**src/rtl/pwm_multi.sv**
```systemverilog
// Multi-channel PWM generator.
// One shared counter drives CHANNELS comparators. The counter runs either
// edge-aligned (0..P, wrap) or center-aligned (0..P..1, wrap). Period, mode
// and duty values are double-buffered: a load is parked in a pending buffer
// and promoted to the active registers at the next period boundary, or at
// once while the block is idle (enable low).
//
// Handshake: there is no valid/ready pair here. load is a single-cycle
// strobe that is always accepted; pending reports that a captured update is
// still waiting for a boundary.
module pwm_multi #(
  parameter int WIDTH    = 8,
  parameter int CHANNELS = 4
) (
  input  logic                      clk,
  input  logic                      rst,
  input  logic                      enable,
  input  logic                      load,
  input  logic [WIDTH-1:0]          period,
  input  logic                      center,
  input  logic [CHANNELS*WIDTH-1:0] duty,
  output logic [CHANNELS-1:0]       out,
  output logic                      sync,
  output logic                      pending
);

  typedef enum logic {
    DIR_UP   = 1'b0,
    DIR_DOWN = 1'b1
  } dir_t;

  // Counter state
  logic [WIDTH-1:0]          cnt;
  dir_t                      dir;

  // Active configuration (governs the current period)
  logic [WIDTH-1:0]          period_a;
  logic                      center_a;
  logic [CHANNELS*WIDTH-1:0] duty_a;

  // Pending configuration (waiting for a boundary)
  logic [WIDTH-1:0]          period_p;
  logic                      center_p;
  logic [CHANNELS*WIDTH-1:0] duty_p;
  logic                      pend;

  // Next-state signals
  logic                      boundary;
  logic                      apply;
  logic                      take_load;
  logic                      take_pend;
  logic [WIDTH-1:0]          cnt_next;
  dir_t                      dir_next;
  logic [CHANNELS-1:0]       out_next;
  logic                      sync_next;

  // Detect the last cycle of the current period.
  always_comb begin
    boundary = 1'b0;
    if (center_a) begin
      // With a zero period the counter sits at 0 and every cycle ends a period.
      if (period_a == '0)
        boundary = 1'b1;
      else if (cnt == WIDTH'(1) && (dir == DIR_DOWN || period_a == WIDTH'(1)))
        boundary = 1'b1;
    end else begin
      boundary = (cnt == period_a);
    end
  end

  // Decide whether the active configuration is replaced this cycle and from where.
  always_comb begin
    apply     = !enable || boundary;
    take_load = apply && load;
    take_pend = apply && !load && pend;
  end

  // Counter/direction next state; any boundary or idle cycle restarts at 0, up.
  always_comb begin
    cnt_next = cnt;
    dir_next = dir;
    if (apply) begin
      cnt_next = '0;
      dir_next = DIR_UP;
    end else if (!center_a) begin
      cnt_next = cnt + WIDTH'(1);
    end else if (dir == DIR_UP) begin
      if (cnt == period_a) begin
        cnt_next = cnt - WIDTH'(1);
        dir_next = DIR_DOWN;
      end else begin
        cnt_next = cnt + WIDTH'(1);
      end
    end else begin
      cnt_next = cnt - WIDTH'(1);
    end
  end

  // Per-channel compare against the pre-update count, plus the period-start pulse.
  always_comb begin
    out_next = '0;
    for (int c = 0; c < CHANNELS; c++) begin
      out_next[c] = enable && (duty_a[c*WIDTH +: WIDTH] > cnt);
    end
    sync_next = enable && (cnt == '0) && (dir == DIR_UP);
  end

  // Counter, outputs and configuration registers.
  always_ff @(posedge clk) begin
    if (rst) begin
      cnt      <= '0;
      dir      <= DIR_UP;
      period_a <= '1;
      center_a <= 1'b0;
      duty_a   <= '0;
      period_p <= '0;
      center_p <= 1'b0;
      duty_p   <= '0;
      pend     <= 1'b0;
      out      <= '0;
      sync     <= 1'b0;
    end else begin
      cnt  <= cnt_next;
      dir  <= dir_next;
      out  <= out_next;
      sync <= sync_next;

      if (take_load) begin
        period_a <= period;
        center_a <= center;
        duty_a   <= duty;
      end else if (take_pend) begin
        period_a <= period_p;
        center_a <= center_p;
        duty_a   <= duty_p;
      end

      // A newer load always overwrites whatever is parked.
      if (load) begin
        period_p <= period;
        center_p <= center;
        duty_p   <= duty;
      end

      if (apply)
        pend <= 1'b0;
      else if (load)
        pend <= 1'b1;
    end
  end

  assign pending = pend;

endmodule
```
**config.mk**
```make
export PLATFORM = sky130hd
export DESIGN_NAME = pwm_multi
export DESIGN_NICKNAME = d
export VERILOG_FILES = /design/src/rtl/pwm_multi.sv
export SDC_FILE = /design/constraint.sdc
export NUM_CORES = 1
export LEC_CHECK = 0
export ABC_AREA = 1
export BUFFER_PORTS_ARGS = -buffer_cell sky130_fd_sc_hd__buf_2
export CORE_ASPECT_RATIO = 0.7
export CORE_MARGIN = 10
export CORE_UTILIZATION = 41
export DETAILED_ROUTE_END_ITERATION = 10
export PLACE_DENSITY = 0.57
export SYNTH_ARGS = -nofsm -noshare
export SYNTH_HDL_FRONTEND = slang
export SYNTH_SLANG_ARGS = --single-unit
```
**constraint.sdc**
```tcl
create_clock -name clk -period 1.8 [get_ports clk]
set_input_delay 0 -clock clk [delete_from_list [all_inputs] [get_ports clk]]
set_output_delay 0 -clock clk [all_outputs]
set_load 0.1 [all_outputs]
```
# Yosys cells after proc, flatten, opt, wreduce, memory -nomap -nowiden
# Index checks and enable logic that the tools add are counted.
# op_classes
add_sub_neg,2
order_cmp,4
eq_ne,3
n_mux,14
n_bitwise,1
reduce_logical,18
# op_table
cell,n
2-to-1 mux 32 bit,2
2-to-1 mux 8 bit,5
> comparator 8 bit,4
"equality test 8 x 1 -> 1 bit, second input constant",2
zero test 8 bit,2
logical AND 1 bit,10
"adder 8 x 1 -> 8 bit, second input constant",1
equality test 8 bit,1
"subtractor 8 x 1 -> 8 bit, second input constant",1
2-to-1 mux 1 bit,7
zero test 1 bit,2
logical OR 1 bit,2
nonzero test 2 bit,1
OR reduction 2 bit,1
NOT 1 bit,1
# word_totals
ff_bits,97
input_bits,45

# Depth between registers and ports, before layout
# depth
word_depth,11
mapped_depth,14

# Least setup slack after synthesis
# No wires, ideal clock.
# synth_timing
kind,register to register
startpoint,reg pend (netlist: pending)
endpoint,reg duty_a[10]
arrival_ps,1658
required_ps,1679
path_slack_ps,21
path_stages_with_launch,8
path_buffers,2
period_less_slack_ps,1779
path_cell_list,dfxtp_1 -> inv_1 -> nand2_1 -> nand2_4 -> inv_2 -> buf_6 -> buf_8 -> a21oi_2
# synth_between
elab_chain_cells,2
# synth_rtl
item,line,rtl
from (decl),45,logic pend;
from (signal assigned),119,pend <= 1'b0;
from (signal assigned),146,pend <= 1'b0;
from (signal assigned),148,pend <= 1'b1;
logical AND 1 bit,75,take_pend = apply && !load && pend;
nonzero test 2 bit (no source line),--,
to (signal assigned),131,duty_a <= duty;
to (signal assigned),135,duty_a <= duty_p;
to (decl),39,logic [CHANNELS*WIDTH-1:0] duty_a;
# Every way passes these cells.
# A chain may end at the register's enable or synchronous reset.

# Worst setup path in the final report
# layout_timing
startpoint,reg period_a[1]
endpoint,reg duty_a[30]
# layout_between
elab_chain_cells,10
# layout_rtl
item,line,rtl
from (decl),37,logic [WIDTH-1:0] period_a;
from (signal assigned),129,period_a <= period;
from (signal assigned),133,period_a <= period_p;
equality test 8 x 1 -> 1 bit,64,else if (cnt == WIDTH'(1) && (dir == DIR_DOWN || period_a == WIDTH'(1)))
logical OR 1 bit,64,
logical AND 1 bit,64,
2-to-1 mux 1 bit,64,
2-to-1 mux 1 bit,62,if (period_a == '0)
2-to-1 mux 1 bit (*),60,if (center_a) begin
logical OR 1 bit (*),73,apply = !enable || boundary;
logical AND 1 bit (2 in a row),75,
nonzero test 2 bit (no source line),--,
# Every way passes the cells marked *; elsewhere a longest branch is shown, timed or not.

==> summary by stage <==
Run status
The run finished with clean final reports.

Routing
The overall routed net length is 11600 um. The detailed-route via count is 4137. The first-iteration detailed-routing DRC count is 193. The number of routed nets with antenna violations is 0. Using the TritonRoute via totals, the vias-per-cell ratio works out to 4.69. The first-pass detailed-route iteration total is 4. The number of remaining DRC errors is 0. The routed length per instance is 13.2 um.

Timing
After routing, the total negative slack on setup checks comes to 0 ns. The final number of max-transition violations is 0. The number of failing hold endpoints at the final stage came to 0. The transition at the pin with the smallest max-transition slack is slightly above 0.5 ns. The post-route clock period utilization is between 90% and 100%. The maximum frequency from static timing analysis is approximately 0.60 GHz.

The worst setup skew after layout is roughly 0.0073 ns. For the finished layout, the period the worst path requires is between 1.5 and 2 ns. Measured against its own limit, the worst slew margin works out to 65.8%.

The count of endpoints failing setup in the final report is 0.

Global route
The maximum number of pins on one net before global-route repair is a little over 40. The number of antenna violations at the first check in global routing is 0. The first-pass GRT wire length is 19700 um. Global routing used 14.5% of the available tracks across all layers. The remaining global-route overflow is 0. The via count of the first global-routing pass is slightly above 4000.

Synthesis
The count of warnings emitted by yosys is 0. The most common flop cell mapped by yosys is sky130_fd_sc_hd__dfxtp_1. The compound-gate portion of the synthesized area is between 10% and 20%. The share of cell area taken by muxes after synthesis is 3.55%.

Summing the sequential cell areas from Yosys gives about two fifths of the chip area. The XOR/XNOR share of the synthesized area is roughly 1.6%. The fraction of registers with async set/reset is 0%. After synthesis, the netlist uses 34 different library cells. Synthesis produced a netlist whose cell count is about 630. After synthesis, the largest family of logic cells by area is simple AND/OR/NAND/NOR gates. In this run the cell area of the synthesized design comes to between 0.004 and 0.005 mm^2. Sorting the synthesized cells by how often they occur yields sky130_fd_sc_hd__nand2_1 (174), sky130_fd_sc_hd__dfxtp_1 (97), sky130_fd_sc_hd__nor2_1 (65). By area the synthesized netlist is led by sky130_fd_sc_hd__dfxtp_1 (41%), sky130_fd_sc_hd__nand2_1 (14%), sky130_fd_sc_hd__ha_1 (9.4%).

The most common cell in the synthesized netlist is sky130_fd_sc_hd__nand2_1. After synthesis the netlist holds a flip-flop and latch count of 97. The adder-cell share of the synthesized area is under 10%.

The dominant cell type by area after synthesis is sky130_fd_sc_hd__dfxtp_1. The synthesized design contains 0 enable-type register cells. The mean instance size in the synthesized netlist is 7.58 um^2. The simple-gate share of the synthesized area is between 20% and 30%. The number of nets handed over by synthesis was roughly 700. The fraction of post-synthesis cell area in the top cell type by area is between 40% and 50%.

Finish
The post-route netlist has between 10% and 20% of its cells at a drive strength greater than 1. The finished layout holds roughly 880 standard cells, fillers aside. From synthesis to final layout, the design area changed by 25.7%. After filler insertion, the fill cell instance count of the layout stands at ~1000. The total area of multi-input combinational cells is 0.00249 mm^2.

The final layout contains around 800 nets. The flip-flop and latch area is a little under 0.002 mm^2. The diode insertion count for antenna repair is 0.

Critical path
Walking the worst path, the cells encountered are xnor2_1, nand2_1, nor2_1, nand3_2, nand3_4, nand2_4, buf_12, o21ai_0, nor2_1. Counting both buffers and inverters, the worst setup path holds a total of 1. The most numerous cell on the critical path is sky130_fd_sc_hd__nor2_1. The data arrival time of the worst path is between 1.5 and 2 ns. The slowest stage of the critical path belongs to the cell sky130_fd_sc_hd__dfxtp_2. In this run the worst path has a maximum fanout of 30. The worst endpoint required time is 2.04 ns. The kind of end point of the critical path is a register. The kind of cell with the highest combined delay on the critical path is simple AND/OR/NAND/NOR gates. In this design, the stage delay of the slowest critical-path cell is 0.35 ns.

The worst setup path is of the reg -> reg kind. STA classifies the critical path startpoint as a register.

Power
Across the VDD grid, the largest voltage drop is approximately 0.56 mV. For this design the ratio of total power to cell area is 883 mW/mm^2. The total power after layout is around 5300 uW. The analysis attributes to cell leakage a power of 0.00291 uW.

Clock network
Counting the buffers created by CTS gives 9. The number of sinks handled by clock tree synthesis is slightly below 100. The clock tree synthesis step divided the H-tree into 3 levels. After clock tree synthesis, the clock-pin slew on the worst setup and hold paths is approximately 0.070 ns. The TritonCTS clock tree is yes. The buffer levels on the longest clock path is 2.

The clock latency on the worst-skew pair is roughly 0.35 ns. In this run the clock root is driven by a sky130_fd_sc_hd__clkbuf_16.

Hold path
In this run the worst hold path is classified as in -> reg.

Die
The placeable core region is about 0.011 mm^2. The floorplan step set the die width to roughly 150 um. In this run the count of I/O pins placed on the die edge is 51.

The die is about 110 um tall. The die area is about 0.016 mm^2. The effective utilization at floorplan is about 43%. The number of rows created at floorplan is 32.

Place
The final HPWL from detailed placement is 8590 um. Input and output buffers added on the ports amount to 50. The number of placed instances, taps included is 829.

At the end of routability-driven placement, the weighted congestion stood at between 0.9 and 1.

Run
The count of maximum capacitance violations is 0.
==> layout make-up <==
type,count,share of cell area (%)
Clock buffer,12,4.10
Sequential cell,97,32.5
Clock inverter,4,1.27
Timing Repair Buffer,108,13.5
Tap cell,153,3.18
Multi-Input combinational cell,445,41.4
Inverter,64,3.99
==> worst register-to-register path, stage by stage (launching register included) <==
cell and delay, ns:
sky130_fd_sc_hd__dfxtp_2 0.35, sky130_fd_sc_hd__xnor2_1 0.17, sky130_fd_sc_hd__nand2_1 0.09, sky130_fd_sc_hd__nor2_1 0.17
sky130_fd_sc_hd__nand3_2 0.13, sky130_fd_sc_hd__nand3_4 0.14, sky130_fd_sc_hd__nand2_4 0.10, sky130_fd_sc_hd__buf_12 0.18
sky130_fd_sc_hd__o21ai_0 0.18, sky130_fd_sc_hd__nor2_1 0.06
==> power breakdown <==
part / switching, uW / internal [uW] / total, uW
logic: 520 / 360 / 881
registers: 65.7 / 2280 / 2350
clock network: 827 / 1260 / 2090
total: 1410 / 3900 / 5320
==> cell families (layout without fill, tap and decap cells) <==
family          after synthesis  in the layout
compound gates               99             99
xor+xnor                      9              9
fa+ha+maj                    36             36
buf+inv                      90            188
flops                        97             97
mux                          17             17
simple gates                284            284
==> cell usage in the layout, fill, tap and decap left out, types with 16 or more instances in the layout <==
master / instances
sky130_fd_sc_hd__ha_1: 36
sky130_fd_sc_hd__a21oi_2: 20
sky130_fd_sc_hd__o21ai_0: 17
sky130_fd_sc_hd__inv_1: 60
sky130_fd_sc_hd__dlygate4sd3_1: 36
sky130_fd_sc_hd__buf_2: 50
sky130_fd_sc_hd__nand2_1: 173
sky130_fd_sc_hd__nand3_1: 16
sky130_fd_sc_hd__a21oi_1: 51
sky130_fd_sc_hd__buf_4: 19
sky130_fd_sc_hd__nor2_1: 61
sky130_fd_sc_hd__dfxtp_1: 88
sky130_fd_sc_hd__mux2i_1: 17
==> sequential cells by signal (all words and copies together) (netlist names) <==
signal,cells
center_a,1
center_p,1
cnt,8
dir,1
duty_a,32
duty_p,32
out,4
pending,1
period_a,8
period_p,8
sync,1
==> timing repair <==
item                                    CTS  global route
pin swaps                                 0             2
hold buffers                             36             0
endpoints found under the setup margin    1            53
endpoints found under the hold margin    55             0
resized for setup                         1            25
buffers inserted                          0             2
==> through the flow <==
step	utilization (%)	setup slack, ns	instance area (um^2)	hold slack, ns
after CTS	53.0	0.000564	5940	0.00142
after floorplan	-	0.0214	4790	0.171
final	53.7	0.137	6020	0.00309
after detailed placement	46.9	-0.00569	5260	0.288
after global placement	46.9	0.0118	5260	0.280
after global routing	53.7	-0.0355	6020	0.0373
==> worst paths after layout <==
path	startpoint	end	slack [ns]	cells past startpoint
max	period_a[1]$_SDFFE_PP1P_	duty_a[30]$_SDFFE_PP0P_	0.14	9
min	duty[22]	duty_p[22]$_SDFFE_PP0P_	0.003	4
max reg2reg	period_a[1]$_SDFFE_PP1P_	duty_a[30]$_SDFFE_PP0P_	0.14	9
min reg2reg	duty_p[21]$_SDFFE_PP0P_	duty_p[21]$_SDFFE_PP0P_	0.45	2
==> routing by layer <==
| metal | up-vias | share of wire [%] | track usage [%] |
|---|---|---|---|
| met5 | - | 0 | 0 |
| met2 | 66 | 44 | 22.8 |
| met3 | 12 | 4.4 | 3.54 |
| met1 | 1842 | 51 | 19.5 |
| met4 | 0 | 0.81 | 3.76 |
| li1 | 2217 | - | - |
Power figures use the tool's default switching activity.
